**src/rtl/alu_mc.sv**
```systemverilog
// rtl/alu_mc.sv - multi-cycle ALU with valid/ready handshakes, registered flags, iterative MUL/DIV
//
// Ports:
//   clk, rst              rising-edge clock, synchronous active-high reset
//   in_valid / in_ready   request handshake; op, a, b, shamt captured on acceptance
//   op [3:0]              0 ADD, 1 SUB, 2 SLL, 3 SRL, 4 OR, 5 AND, 6 ADDN, 7 ADDZ, 8 MUL, 9 DIV
//   a, b [WIDTH-1:0]      operands
//   shamt [SHW-1:0]       shift amount for SLL/SRL
//   out_valid / out_ready response handshake; outputs held stable while out_valid && !out_ready
//   result                single-cycle op result
//   hi, lo                MUL high/low half, DIV remainder/quotient
//   zer, neg, car, ovf    registered status flags of the last completed op
//   dz                    last DIV had a zero divisor

module alu_mc #(
    parameter int WIDTH = 16,
    parameter int SHW   = $clog2(WIDTH)
) (
    input  logic             clk,
    input  logic             rst,
    input  logic             in_valid,
    output logic             in_ready,
    input  logic [3:0]       op,
    input  logic [WIDTH-1:0] a,
    input  logic [WIDTH-1:0] b,
    input  logic [SHW-1:0]   shamt,
    output logic             out_valid,
    input  logic             out_ready,
    output logic [WIDTH-1:0] result,
    output logic [WIDTH-1:0] hi,
    output logic [WIDTH-1:0] lo,
    output logic             zer,
    output logic             neg,
    output logic             car,
    output logic             ovf,
    output logic             dz
);

    typedef enum logic [1:0] {S_IDLE, S_MUL, S_DIV, S_DONE} state_t;

    state_t state, state_nxt;

    // Iterative engine: work_hi/work_lo hold partial product (MUL) or
    // remainder/shifting dividend-quotient (DIV); opnd holds multiplicand or divisor.
    logic [WIDTH:0]   work_hi;
    logic [WIDTH-1:0] work_lo;
    logic [WIDTH-1:0] opnd;
    logic [SHW-1:0]   iter;

    logic accept;
    logic last_iter;

    assign in_ready  = (state == S_IDLE);
    assign out_valid = (state == S_DONE);
    assign accept    = in_valid && in_ready;
    assign last_iter = (iter == SHW'(WIDTH - 1));

    // ---------------------------------------------------------------
    // FSM
    // ---------------------------------------------------------------
    always_ff @(posedge clk) begin
        if (rst) state <= S_IDLE;
        else     state <= state_nxt;
    end

    always_comb begin
        state_nxt = state;
        case (state)
            S_IDLE: begin
                if (accept) begin
                    if (op == 4'd8)      state_nxt = S_MUL;
                    else if (op == 4'd9) state_nxt = S_DIV;
                    else                 state_nxt = S_DONE;
                end
            end
            S_MUL, S_DIV: if (last_iter) state_nxt = S_DONE;
            S_DONE:       if (out_ready) state_nxt = S_IDLE;
            default:      state_nxt = S_IDLE;
        endcase
    end

    // ---------------------------------------------------------------
    // Single-cycle ops
    // ---------------------------------------------------------------
    logic [WIDTH:0]   sum, diff, sll_full;
    logic             add_ovf, sub_ovf;
    logic [WIDTH-1:0] alu_res;
    logic             alu_car, alu_ovf;

    always_comb begin
        sum      = {1'b0, a} + {1'b0, b};
        diff     = {1'b0, a} - {1'b0, b};
        // Bit WIDTH of the widened shift is the last bit pushed out (0 when shamt=0).
        sll_full = {1'b0, a} << shamt;
        add_ovf  = (a[WIDTH-1] == b[WIDTH-1]) && (sum[WIDTH-1] != a[WIDTH-1]);
        sub_ovf  = (a[WIDTH-1] != b[WIDTH-1]) && (diff[WIDTH-1] != a[WIDTH-1]);

        alu_res = '0;
        alu_car = 1'b0;
        alu_ovf = 1'b0;
        case (op)
            4'd0: begin alu_res = sum[WIDTH-1:0];  alu_car = sum[WIDTH];   alu_ovf = add_ovf; end
            4'd1: begin alu_res = diff[WIDTH-1:0]; alu_car = ~diff[WIDTH]; alu_ovf = sub_ovf; end
            4'd2: begin alu_res = sll_full[WIDTH-1:0]; alu_car = sll_full[WIDTH]; end
            4'd3: alu_res = a >> shamt;
            4'd4: alu_res = a | b;
            4'd5: alu_res = a & b;
            4'd6: begin
                if (neg) begin alu_res = sum[WIDTH-1:0]; alu_car = sum[WIDTH]; alu_ovf = add_ovf; end
                else     alu_res = a;
            end
            4'd7: begin
                if (zer) begin alu_res = sum[WIDTH-1:0]; alu_car = sum[WIDTH]; alu_ovf = add_ovf; end
                else     alu_res = a;
            end
            default: alu_res = '0;
        endcase
    end

    // ---------------------------------------------------------------
    // One MUL / DIV iteration
    // ---------------------------------------------------------------
    logic [WIDTH:0]   mul_sum;
    logic [WIDTH:0]   div_shift, div_sub;
    logic             div_ge;
    logic [WIDTH:0]   it_hi;
    logic [WIDTH-1:0] it_lo;

    always_comb begin
        // Shift-add: add multiplicand when the current multiplier LSB is set,
        // then shift the {partial, multiplier} pair right by one.
        mul_sum   = work_hi + (work_lo[0] ? {1'b0, opnd} : '0);
        // Restoring divide: shift the next dividend bit into the remainder and
        // subtract the divisor when it fits. A zero divisor always "fits",
        // which yields quotient all ones and remainder = dividend.
        div_shift = {work_hi[WIDTH-1:0], work_lo[WIDTH-1]};
        div_sub   = div_shift - {1'b0, opnd};
        div_ge    = (div_shift >= {1'b0, opnd});

        if (state == S_DIV) begin
            it_hi = div_ge ? div_sub : div_shift;
            it_lo = {work_lo[WIDTH-2:0], div_ge};
        end else begin
            it_hi = {1'b0, mul_sum[WIDTH:1]};
            it_lo = {mul_sum[0], work_lo[WIDTH-1:1]};
        end
    end

    // ---------------------------------------------------------------
    // Datapath and output registers
    // ---------------------------------------------------------------
    always_ff @(posedge clk) begin
        if (rst) begin
            result  <= '0;
            hi      <= '0;
            lo      <= '0;
            zer     <= 1'b0;
            neg     <= 1'b0;
            car     <= 1'b0;
            ovf     <= 1'b0;
            dz      <= 1'b0;
            work_hi <= '0;
            work_lo <= '0;
            opnd    <= '0;
            iter    <= '0;
        end else begin
            case (state)
                S_IDLE: begin
                    if (accept) begin
                        iter    <= '0;
                        work_hi <= '0;
                        if (op == 4'd8) begin
                            work_lo <= b;
                            opnd    <= a;
                        end else if (op == 4'd9) begin
                            work_lo <= a;
                            opnd    <= b;
                        end else if (op <= 4'd7) begin
                            result <= alu_res;
                            zer    <= (alu_res == '0);
                            neg    <= alu_res[WIDTH-1];
                            car    <= alu_car;
                            ovf    <= alu_ovf;
                            dz     <= 1'b0;
                        end else begin
                            // Unknown opcode: zero result, flags and hi/lo kept.
                            result <= '0;
                            dz     <= 1'b0;
                        end
                    end
                end
                S_MUL, S_DIV: begin
                    work_hi <= it_hi;
                    work_lo <= it_lo;
                    iter    <= iter + 1'b1;
                    if (last_iter) begin
                        hi  <= it_hi[WIDTH-1:0];
                        lo  <= it_lo;
                        zer <= (it_hi[WIDTH-1:0] == '0) && (it_lo == '0);
                        neg <= it_hi[WIDTH-1];
                        car <= 1'b0;
                        ovf <= 1'b0;
                        dz  <= (state == S_DIV) && (opnd == '0);
                    end
                end
                default: ;
            endcase
        end
    end

endmodule

```
**config.mk**
```make
export PLATFORM = sky130hd
export DESIGN_NAME = alu_mc
export DESIGN_NICKNAME = d
export VERILOG_FILES = /design/src/rtl/alu_mc.sv
export SDC_FILE = /design/constraint.sdc
export NUM_CORES = 1
export LEC_CHECK = 0
export ABC_AREA = 1
export CAP_MARGIN = 20
export CELL_PAD_IN_SITES_DETAIL_PLACEMENT = 1
export CELL_PAD_IN_SITES_GLOBAL_PLACEMENT = 2
export CORE_ASPECT_RATIO = 0.75
export CORE_MARGIN = 2
export CORE_UTILIZATION = 31
export CTS_BUF_LIST = sky130_fd_sc_hd__clkbuf_2
export DETAILED_ROUTE_END_ITERATION = 6
export GPL_ROUTABILITY_DRIVEN = 0
export PLACE_DENSITY = 0.86
export SLEW_MARGIN = 5
export SYNTH_ARGS = -nofsm -noshare
export SYNTH_HDL_FRONTEND = slang
export SYNTH_SLANG_ARGS = --single-unit
```
**constraint.sdc**
```tcl
create_clock -name clk -period 3.4 [get_ports clk]
set_clock_uncertainty 0.05 [all_clocks]
set_input_delay 0.68 -clock clk [delete_from_list [all_inputs] [get_ports clk]]
set_output_delay 0.68 -clock clk [all_outputs]
set_load 0.02 [all_outputs]
```
==> run summary, run 1 <==
Die X: 225 µm
most frequent cells in the layout: nand2_1, inv_1, nand3_1
initial detailed-routing violation count: 1298
EDFF count, synth: 0
Max Clock Freq: 319 MHz
setup_tns: 0 ns
dpl hpwl: 46700 µm
largest net degree at the start of global routing: 48
most used cell, CP: nand3_1
CP Class: flop to flop
Final Max Slew Viols: 0
cts hold-fix bufs: 0
Buffers on Ports: 98
synthesized area per cell: 5.65 µm²
worst hold path stage count: 2
overall die area: 38200 µm²
reg2reg setup slack: 0.26 ns
crit path DAT: 3.76 ns
Post-Synth Simple-Gate Area: 39.4%
# rows: 60
compound-cell area share of the yosys netlist: 17.6%
first drt pass iteration count: 7
sequential area share after synthesis: 19.0%
CP Cell Sequence: nand2_1 -> inv_1 -> ha_1 -> inv_1 -> fa_1 -> inv_1 -> nand3_1 -> nand2_1 -> nand3_1 -> nand3_1 -> nand2_1 -> inv_1 -> o21ai_0 -> nand3_1 -> nand2_2 -> nor2_2 -> nand3_1 -> nor2_1 -> buf_4 -> nor2_1 -> nor2_1
root buffer selected by CTS: clkbuf_2
Yosys cell types: 47
P_sw: 4.39 mW
layout cell share with drive strength beyond 1: 11.0%
Mapped Cells: 2010
path depth of the worst reg2reg path: 21
vias per cell: 5.36
Final ANT Viol Nets: 0
net switching fraction of the power: 56.4%
Area growth syn-to-layout: 25.1%
setup bufs post-CTS: 0
Worst path max stage delay: 0.47 ns
final-stage net count: 2366
Resized cells post-CTS: 0
post-synth net total: 2142
most common cell after layout, fill and taps aside: nand2_1
fill cell count: 4911
CP Max Fanout: 4
DR WL/cell: 20.8 µm
part of the cycle the worst path needs: 92.3%
multiplexer share of the synthesized area: 0%
Hold Path Class: flop to flop
PwrDens: 548 nW/µm²
first-pass GRT wire length: 84800 µm
Worst-Margin Slew: 0.781 ns
initial antenna violation count: 3
Setup violations, final: 0
Sink Count: 108
clock share of power: 8.4%
CTS tree: done
xor/xnor share of the synthesized area: 1.31%
Crit. End Element: flop
Startpoint Class: flop
Yosys warning count: 0
Initial Util: 31.6%
CTS Buffer Depth: 2
cell family with the largest share of critical-path delay: simple AND/OR/NAND/NOR gates
CTS Buf Count: 9
run status: finished, final reports clean
async set-reset flop share out of synthesis: 0%
I/O pins: 99
core box area: 36000 µm²
Global Route Usage Sum: 29.2%
unrepaired setup endpoints after global routing: false
dpl cells: 2688
worst skew pair latency: 0.72 ns
Pint: 3.40 mW
ys flop type: dfxtp_1
drt total wl: 56200 µm
Overall Power: 7.79 mW
reg-to-reg critical path endpoint: zer
Synth Cell Area: 11400 µm²
number of global-route vias before repair: 14300
Worst VDD drop: 349 µV
largest family of logic cells by synthesized area: simple AND/OR/NAND/NOR gates
Slew HR: 47.4%
global route overflow: 0
Worst Path Buf+Inv: 5
H-tree Lvls: 3
DRC violations left: 0
FF-to-FF Start: opnd[0]
Synth Area in Adders: 9.96%
min-delay src: iter[0]
Final Hold Viols: 0
Clock Pin Slew Worst Setup and Hold Paths: 0.36 ns
CP Data Required Time: 4.03 ns
leak pwr: 7.25 nW
Synth Register Bits: 108
Combinational Power Share: 70.0%
die height: 170 µm
min Tclk post-route: 3.14 ns
vias post-DR: 14500
Cell Count, Final, Fillers Out: 2707
Reg power frac: 21.6%
Hold Crit Endpoint: iter[0]
max-cap violations: 0
CP max stage cell: dfxtp_1
[tightest hold or removal path: stages, from the launching register on]
cell and delay [ns]:
dfxtp_1 0.40, inv_1 0.07, a211oi_1 0.06
[per-stage QoR]
stage	hold slack, ns	area (µm²)	utilization, %	setup WS (ns)
finish	0.472	14200	39.5	0.263
global route	0.439	14200	39.5	0.0249
CTS	0.464	14200	39.5	0.283
detailed placement	0.437	14100	39.1	-0.243
global placement	0.425	14100	39.1	-0.134
floorplan	0.405	11400	-	0.845
[power groups by stage]
stage          clock (mW)  combinational, mW  sequential [mW]
4_1_cts             0.674               5.33             1.68
3_3_place_gp            0               5.16             1.70
6_report            0.654               5.45             1.68
3_5_place_dp            0               5.29             1.70
5_1_grt             0.727               5.98             1.71
2_1_floorplan           0               3.28             1.74
[layer usage]
layer | global-route usage [%] | share of wire, %
met1 | 43.6 | 48
met3 | 8.14 | 11
met2 | 40.7 | 39
met5 | 0 | 0.023
met4 | 7.00 | 2.3
[state kept, by name, summed over array words and instances, names as in the netlist, 2 cells and up]
| signal | flops |
|---|---|
| result | 16 |
| lo | 16 |
| state | 2 |
| work_lo | 16 |
| iter | 4 |
| opnd | 16 |
| hi | 16 |
| work_hi | 17 |
[cells by family (layout without fill, tap and decap cells)]
| group | Yosys count | count (layout) |
|---|---|---|
| AND/OR/NAND/NOR | 1059 | 1059 |
| XOR/XNOR | 17 | 17 |
| flip-flops | 108 | 108 |
| adder cells (fa/ha/maj) | 88 | 88 |
| buffers and inverters | 363 | 592 |
| other | 0 | 3 |
| AO/OA/AOI/OAI | 375 | 375 |
[worst max path at each step]
stage / start / end / slack (ns) / depth (start not counted)
floorplan: a[0] / zer / 0.84 / 18
global placement: a[0] / zer / -0.13 / 19
detailed placement: a[0] / zer / -0.24 / 19
CTS: work_hi[0] / zer / 0.28 / 19
global route: opnd[0] / zer / 0.02 / 22
finish: opnd[0] / zer / 0.26 / 21
[synthesized netlist by cell type, types with 2 or more instances]
cell type  instances  area share [%]
a211oi_1           7            0.46
a21boi_0           3            0.20
a21o_1             3            0.20
a21oi_1          162             7.1
a31oi_1            3            0.17
and2_1             7            0.39
buf_1              3           0.099
buf_2             24             1.1
buf_4              3            0.20
buf_6              4            0.40
clkbuf_1          44             1.5
clkinv_1           3           0.099
dfxtp_1          108              19
fa_1               4            0.70
ha_1              84             9.3
inv_1            274             9.1
inv_2              6            0.20
nand2_1          544              18
nand2_2            6            0.33
nand2_4            2            0.20
nand3_1          234              10
nand3_2            3            0.26
nand3b_1           5            0.33
nand4_1           20             1.1
nor2_1           203             6.7
nor2_2             7            0.39
nor3_1            15            0.66
nor4_1             5            0.28
o211ai_1          18             1.2
o21ai_0          158             7.0
o21ai_1            5            0.22
o21bai_1          10            0.66
o221ai_1           2            0.15
or2_2              3            0.17
xnor2_1            7            0.54
xor2_1            10            0.77
[final cells by class]
cell class / count / area, µm² / area share [%]
Clock buffer: 10 / 50.0 / 0.352
Timing Repair Buffer: 292 / 2490 / 17.6
Clock inverter: 6 / 67.6 / 0.475
Antenna cell: 3 / 7.51 / 0.0528
Inverter: 284 / 1070 / 7.52
Multi-Input combinational cell: 1539 / 7770 / 54.7
Sequential cell: 108 / 2160 / 15.2
Tap cell: 465 / 582 / 4.09
No activity file was read; power rests on OpenSTA's default activity.
==> inputs of run 2 (changes only) <==
- PLACE_DENSITY: 0.86 -> default
- PLACE_DENSITY_LB_ADDON: default -> 0.12
==> run 2 against run 1 <==
Compared with the run above:
- wire length is 0.27% higher
- maximum frequency decreased by 0.34%
- sequential power about the same
- sequential share of layout area grew 0.098 points
- clock power is 5.8% higher
- setup slack worse by 0.011 ns
- core utilization fell by 0.30 points
- highest routed layer is now met4
==> run summary, run 2 (synthesized netlist as in run 1, its figures left out) <==
Setup WS post-layout: 0.252 ns (was 0.263 ns)
Final ANT Viol Nets: 0 (unchanged)
most frequent cells in the layout: nand2_1, inv_1, nand3_1 (unchanged)
CP Data Required Time: 2.67 ns (was 4.03 ns)
Worst-Margin Slew: 1.01 ns (was 0.781 ns)
FF-to-FF Start: work_lo[0] (was opnd[0])
max-cap violations: 0 (unchanged)
overall die area: 38200 µm² (unchanged)
most common cell after layout, fill and taps aside: nand2_1 (unchanged)
Startpoint Class: flop (unchanged)
die height: 170 µm (unchanged)
dpl hpwl: 47500 µm (was 46700 µm)
setup bufs post-CTS: 0 (unchanged)
part of the cycle the worst path needs: 92.6% (was 92.3%)
path depth of the worst reg2reg path: 17 (was 21)
initial detailed-routing violation count: 1232 (was 1298)
worst skew pair latency: 0.75 ns (was 0.72 ns)
pre-CTS setup slack: -0.305 ns (was -0.243 ns)
drt total wl: 56400 µm (was 56200 µm)
leak pwr: 7.17 nW (was 7.25 nW)
Resized cells post-CTS: 0 (unchanged)
Global Route Usage Sum: 29.6% (was 29.2%)
Final Hold Viols: 0 (unchanged)
unrepaired setup endpoints after global routing: false (unchanged)
Worst setup startpoint: state[0] (was opnd[0])
number of global-route vias before repair: 13900 (was 14300)
first-pass GRT wire length: 85000 µm (was 84800 µm)
Worst VDD drop: 340 µV (was 349 µV)
first drt pass iteration count: 5 (was 7)
fill cell count: 4914 (was 4911)
CTS tree: done (unchanged)
CTS Buffer Depth: 2 (unchanged)
DRC violations left: 0 (unchanged)
layout cell share with drive strength beyond 1: 10.3% (was 11.0%)
crit path DAT: 2.42 ns (was 3.76 ns)
initial antenna violation count: 1 (was 3)
cts hold-fix bufs: 0 (unchanged)
# rows: 60 (unchanged)
H-tree Lvls: 3 (unchanged)
reg2reg setup slack: 0.25 ns (was 0.26 ns)
largest net degree at the start of global routing: 49 (was 48)
final-stage net count: 2350 (was 2366)
Hold Crit Endpoint: work_hi[16] (was iter[0])
Slew HR: 32.3% (was 47.4%)
Buffers on Ports: 98 (unchanged)
fin util: 39.2% (was 39.5%)
Setup violations, final: 0 (unchanged)
vias per cell: 5.27 (was 5.36)
CTS Buf Count: 9 (unchanged)
Area growth syn-to-layout: 24.1% (was 25.1%)
global route overflow: 0 (unchanged)
Crit. End Element: primary output (was flop)
Clock Pin Slew Worst Setup and Hold Paths: 0.36 ns (about the same)
Max Clock Freq: 318 MHz (was 319 MHz)
Final Max Slew Viols: 0 (unchanged)
PwrDens: 568 nW/µm² (was 548 nW/µm²)
CP Class: flop to primary output (was flop to flop)
Hold Path Class: flop to flop (unchanged)
root buffer selected by CTS: clkbuf_2 (unchanged)
run status: finished, final reports clean (unchanged)
final hold slack: 0.457 ns (was 0.472 ns)
DR WL/cell: 20.9 µm (was 20.8 µm)
min Tclk post-route: 3.15 ns (was 3.14 ns)
Largest Register: work_hi (unchanged)
min-delay src: work_hi[16] (was iter[0])
reg-to-reg critical path endpoint: zer (unchanged)
CP Max Fanout: 9 (was 4)
Die X: 225 µm (unchanged)
Sink Count: 108 (unchanged)
vias post-DR: 14200 (was 14500)
Initial Util: 31.6% (unchanged)
max FFs per register: 17 (unchanged)
core box area: 36000 µm² (unchanged)
worst hold path stage count: 2 (unchanged)
I/O pins: 99 (unchanged)
## run 2: changes by cell type in the layout (fill, tap and decap cells not counted)
cell	previous run	this run
nand3_1	233	234
nand3_2	4	3
inv_6	4	1
buf_4	189	172
clkinvlp_4	0	1
dfxtp_1	106	108
inv_8	0	2
dfxtp_2	2	0
clkbuf_2	10	9
clkinv_4	0	1
buf_12	5	6
## run 2: power breakdown
group,internal [mW],leakage [nW],switching [mW],total (mW)
Sequential,1.50,0.879,0.171,1.68
Combinational,1.89,6.22,3.76,5.65
Clock,0.127,0.0721,0.564,0.692
## run 2: stage by stage
step           setup TNS, ns  cells  instance area [µm²]  total power [mW]
6_report                   0   2691                14100              8.01
3_5_place_dp          -0.960   2672                14000              7.24
3_3_place_gp          -0.523   2672                14000              7.14
4_1_cts                    0   2688                14100              7.96
2_1_floorplan              0   2010                11400              5.02
5_1_grt                    0   2689                14100              8.68
## run 2: worst max-delay path by stage
stage                     endpoint  cells past startpoint
after detailed placement       zer                     19
after floorplan                zer                     18
after global placement         zer                     19
final                     in_ready                      3
after global routing           zer                     21
after CTS                 in_ready                      3
## run 2: per-layer routing
metal | vias to the layer above | wire [µm] | track usage, %
met4 | 0 | 625 | 4.58
met3 | 30 | 4710 | 5.25
met2 | 418 | 21300 | 40.4
li1 | 6916 | - | -
met5 | - | 0 | 0
met1 | 6816 | 29800 | 47.5
## run 2: final cells by class
| type | instances | area, µm² | share of cell area (%) |
|---|---|---|---|
| Multi-Input combinational cell | 1539 | 7770 | 55.1 |
| Sequential cell | 108 | 2160 | 15.3 |
| Timing Repair Buffer | 276 | 2390 | 16.9 |
| Inverter | 284 | 1070 | 7.58 |
| Tap cell | 465 | 582 | 4.13 |
| Clock inverter | 7 | 80.1 | 0.568 |
| Antenna cell | 3 | 7.51 | 0.0532 |
| Clock buffer | 9 | 45.0 | 0.319 |
## run 2: worst max-delay path: stages (launching register included)
cell	delay, ns
dfxtp_1	0.40
inv_1	0.10
ha_1	0.48
clkdlybuf4s50_1	0.71
==> inputs of run 3 (changes only) <==
- ABC_AREA: 1 -> default
- CORE_UTILIZATION: 31 -> 35
- CTS_CLUSTER_SIZE: default -> 24
==> run 3 against run 2 <==
Compared with the run above:
- the flow now finishes with violations (setup timing)
- synthesized area fell by 4.0%
- sequential share of layout area decreased by 1.7 points
- final area increased by 14%
- core utilization up 14 points
- clock power rose by 14%
- sequential power shrank 4%
- synthesized cell count fell by 28%
- via count decreased by 4.9%
- total power up 6.2%
- register-to-register slack worse by 0.17 ns
- wire length fell by 1.6%
- critical path type is now primary input to flop
- largest cell class unchanged
==> run summary, run 3 <==
global route overflow: 0 (unchanged)
# rows: 55 (was 60)
core box area: 30400 µm² (was 36000 µm²)
Global Route Usage Sum: 33.0% (was 29.6%)
leak pwr: 6.96 nW (was 7.17 nW)
DR WL/cell: 24.1 µm (was 20.9 µm)
Worst-Margin Slew: 1.01 ns (about the same)
most frequent cell after synthesis: nor2_1 (was nand2_1)
worst skew pair latency: 0.72 ns (was 0.75 ns)
Synth top cells by count: nor2_1, dfxtp_1, nand2_1 (was nand2_1, inv_1, nand3_1)
Crit. End Element: flop (was primary output)
Final Hold Viols: 0 (unchanged)
most common cell after layout, fill and taps aside: buf_4 (was nand2_1)
crit path DAT: 4.05 ns (was 2.42 ns)
vias post-DR: 13500 (was 14200)
initial detailed-routing violation count: 1279 (was 1232)
CTS tree: done (unchanged)
Setup violations, final: 1 (was 0)
cts hold-fix bufs: 0 (unchanged)
Slew HR: 32.4% (was 32.3%)
Largest Register: work_hi (unchanged)
first drt pass iteration count: 5 (unchanged)
Clock Pin Slew Worst Setup and Hold Paths: 0.36 ns (about the same)
synthesized area per cell: 7.51 µm² (was 5.65 µm²)
first-pass GRT wire length: 82200 µm (was 85000 µm)
Final ANT Viol Nets: 0 (unchanged)
Synth area leaders: dfxtp_1, ha_1, nor2_1, mux2i_1, a211oi_1 (was dfxtp_1, nand2_1, nand3_1, ha_1, inv_1)
H-tree Lvls: 3 (unchanged)
Synth Cell Area: 10900 µm² (was 11400 µm²)
ys flop type: dfxtp_1 (unchanged)
failing checks: setup timing
overall die area: 32600 µm² (was 38200 µm²)
max-cap violations: 0 (unchanged)
largest net degree at the start of global routing: 82 (was 49)
part of the cycle the worst path needs: 101% (was 92.6%)
Worst VDD drop: 323 µV (was 340 µV)
max FFs per register: 17 (unchanged)
post-synth net total: 1585 (was 2142)
dpl hpwl: 45100 µm (was 47500 µm)
DRC violations left: 0 (unchanged)
Overall Power: 8.51 mW (was 8.01 mW)
Mapped Cells: 1453 (was 2010)
post-synth top area share: 19.8% (was 19.0%)
Die X: 208 µm (was 225 µm)
run status: finished with violations (was finished, final reports clean)
I/O pins: 99 (unchanged)
Area growth syn-to-layout: 47.4% (was 24.1%)
CP Max Fanout: 4 (was 9)
Final Max Slew Viols: 0 (unchanged)
Setup WS post-layout: -0.0282 ns (was 0.252 ns)
PwrDens: 529 nW/µm² (was 568 nW/µm²)
CP Class: primary input to flop (was flop to primary output)
layout cell share with drive strength beyond 1: 32.1% (was 10.3%)
die height: 157 µm (was 170 µm)
min Tclk post-route: 3.43 ns (was 3.15 ns)
CTS Buffer Depth: 2 (unchanged)
Buffers on Ports: 98 (unchanged)
async set-reset flop share out of synthesis: 0% (unchanged)
final hold slack: 0.326 ns (was 0.457 ns)
Max Clock Freq: 292 MHz (was 318 MHz)
Startpoint Class: primary input (was flop)
Sink Count: 108 (unchanged)
drt total wl: 55400 µm (was 56400 µm)
CTS Buf Count: 9 (unchanged)
Yosys cell types: 91 (was 47)
unrepaired setup endpoints after global routing: true (was false)
Yosys warning count: 0 (unchanged)
sequential area share after synthesis: 19.8% (was 19.0%)
leading area contributor after synthesis: dfxtp_1 (unchanged)
Synth Register Bits: 108 (unchanged)
Initial Util: 35.9% (was 31.6%)
initial antenna violation count: 2 (was 1)
final-stage net count: 2028 (was 2350)
vias per cell: 5.86 (was 5.27)
CP Data Required Time: 4.02 ns (was 2.67 ns)
EDFF count, synth: 0 (unchanged)
Hold Path Class: primary input to flop (was flop to flop)
root buffer selected by CTS: clkbuf_2 (unchanged)
most frequent cells in the layout: buf_4, nor2_1, nand2_1 (was nand2_1, inv_1, nand3_1)
number of global-route vias before repair: 13500 (was 13900)
[run 3: worst paths after layout]
| check | slack [ns] | end | depth (start not counted) | start |
|---|---|---|---|---|
| worst max-delay path | -0.03 | zer | 14 | b[3] |
| worst min-delay path | 0.33 | neg | 3 | rst |
| worst max register to register | 0.08 | zer | 14 | work_hi[5] |
| worst min register to register | 0.43 | hi[2] | 2 | hi[2] |
[run 3: metrics by stage]
step	setup TNS (ns)	util (%)	worst slack [ns]	instances	cell area [µm²]
after floorplan	0	-	0.00544	1453	11000
final	-0.0282	52.9	-0.0282	2301	16100
after global placement	-8.05	50.1	-0.832	2270	15200
after global routing	-0.101	52.9	-0.101	2301	16100
after CTS	0	51.4	0.000153	2292	15600
after detailed placement	-10.23	50.1	-1.00	2270	15200
[run 3: cell families after synthesis]
kind of cell	after synthesis	synth area share, %
AND/OR/NAND/NOR	510	21.8
AO/OA/AOI/OAI	432	27.7
buffers and inverters	186	7.58
flip-flops	108	19.8
multiplexers	102	10.6
adder cells (fa/ha/maj)	88	10.4
XOR/XNOR	27	2.17
[run 3: critical path, stage by stage]
cell and delay, ns:
clkdlybuf4s50_1 0.49, inv_1 0.10, buf_4 0.14, ha_1 0.26, or4_1 0.55, nor2_2 0.19
nor2_2 0.10, a311oi_2 0.29, o221ai_1 0.22, a211oi_2 0.32, nand4_1 0.19, nor4bb_4 0.32
a31oi_1 0.14, o31ai_2 0.07
[run 3: layer usage]
metal  share of wire, %  GRT usage [%]  wire length, µm
met1                 47           47.5            26200
met2                 40           47.7            22300
met3                9.8           9.26             5410
met4                2.8           9.56             1540
met5                  0              0                0
[run 3: power breakdown]
| group | total (mW) | internal, mW | leakage, nW | switching, mW |
|---|---|---|---|---|
| Combinational | 6.10 | 2.60 | 5.98 | 3.50 |
| Sequential | 1.62 | 1.45 | 0.883 | 0.168 |
| Clock | 0.790 | 0.265 | 0.0902 | 0.525 |
[run 3: cell type report]
class                           count  area [µm²]
Timing Repair Buffer              535        4380
Clock buffer                        9        45.0
Antenna cell                        1        2.50
Multi-Input combinational cell   1159        8530
Tap cell                          399         499
Fill cell                        3767       14300
Clock inverter                      7         120
Inverter                           83         312
Sequential cell                   108        2190
[run 3: repair_timing]
item	CTS	global route
pin swaps	26	31
buffers inserted	6	8
resized for setup	48	80
hold endpoints to repair	0	0
endpoints found under the setup margin	14	13
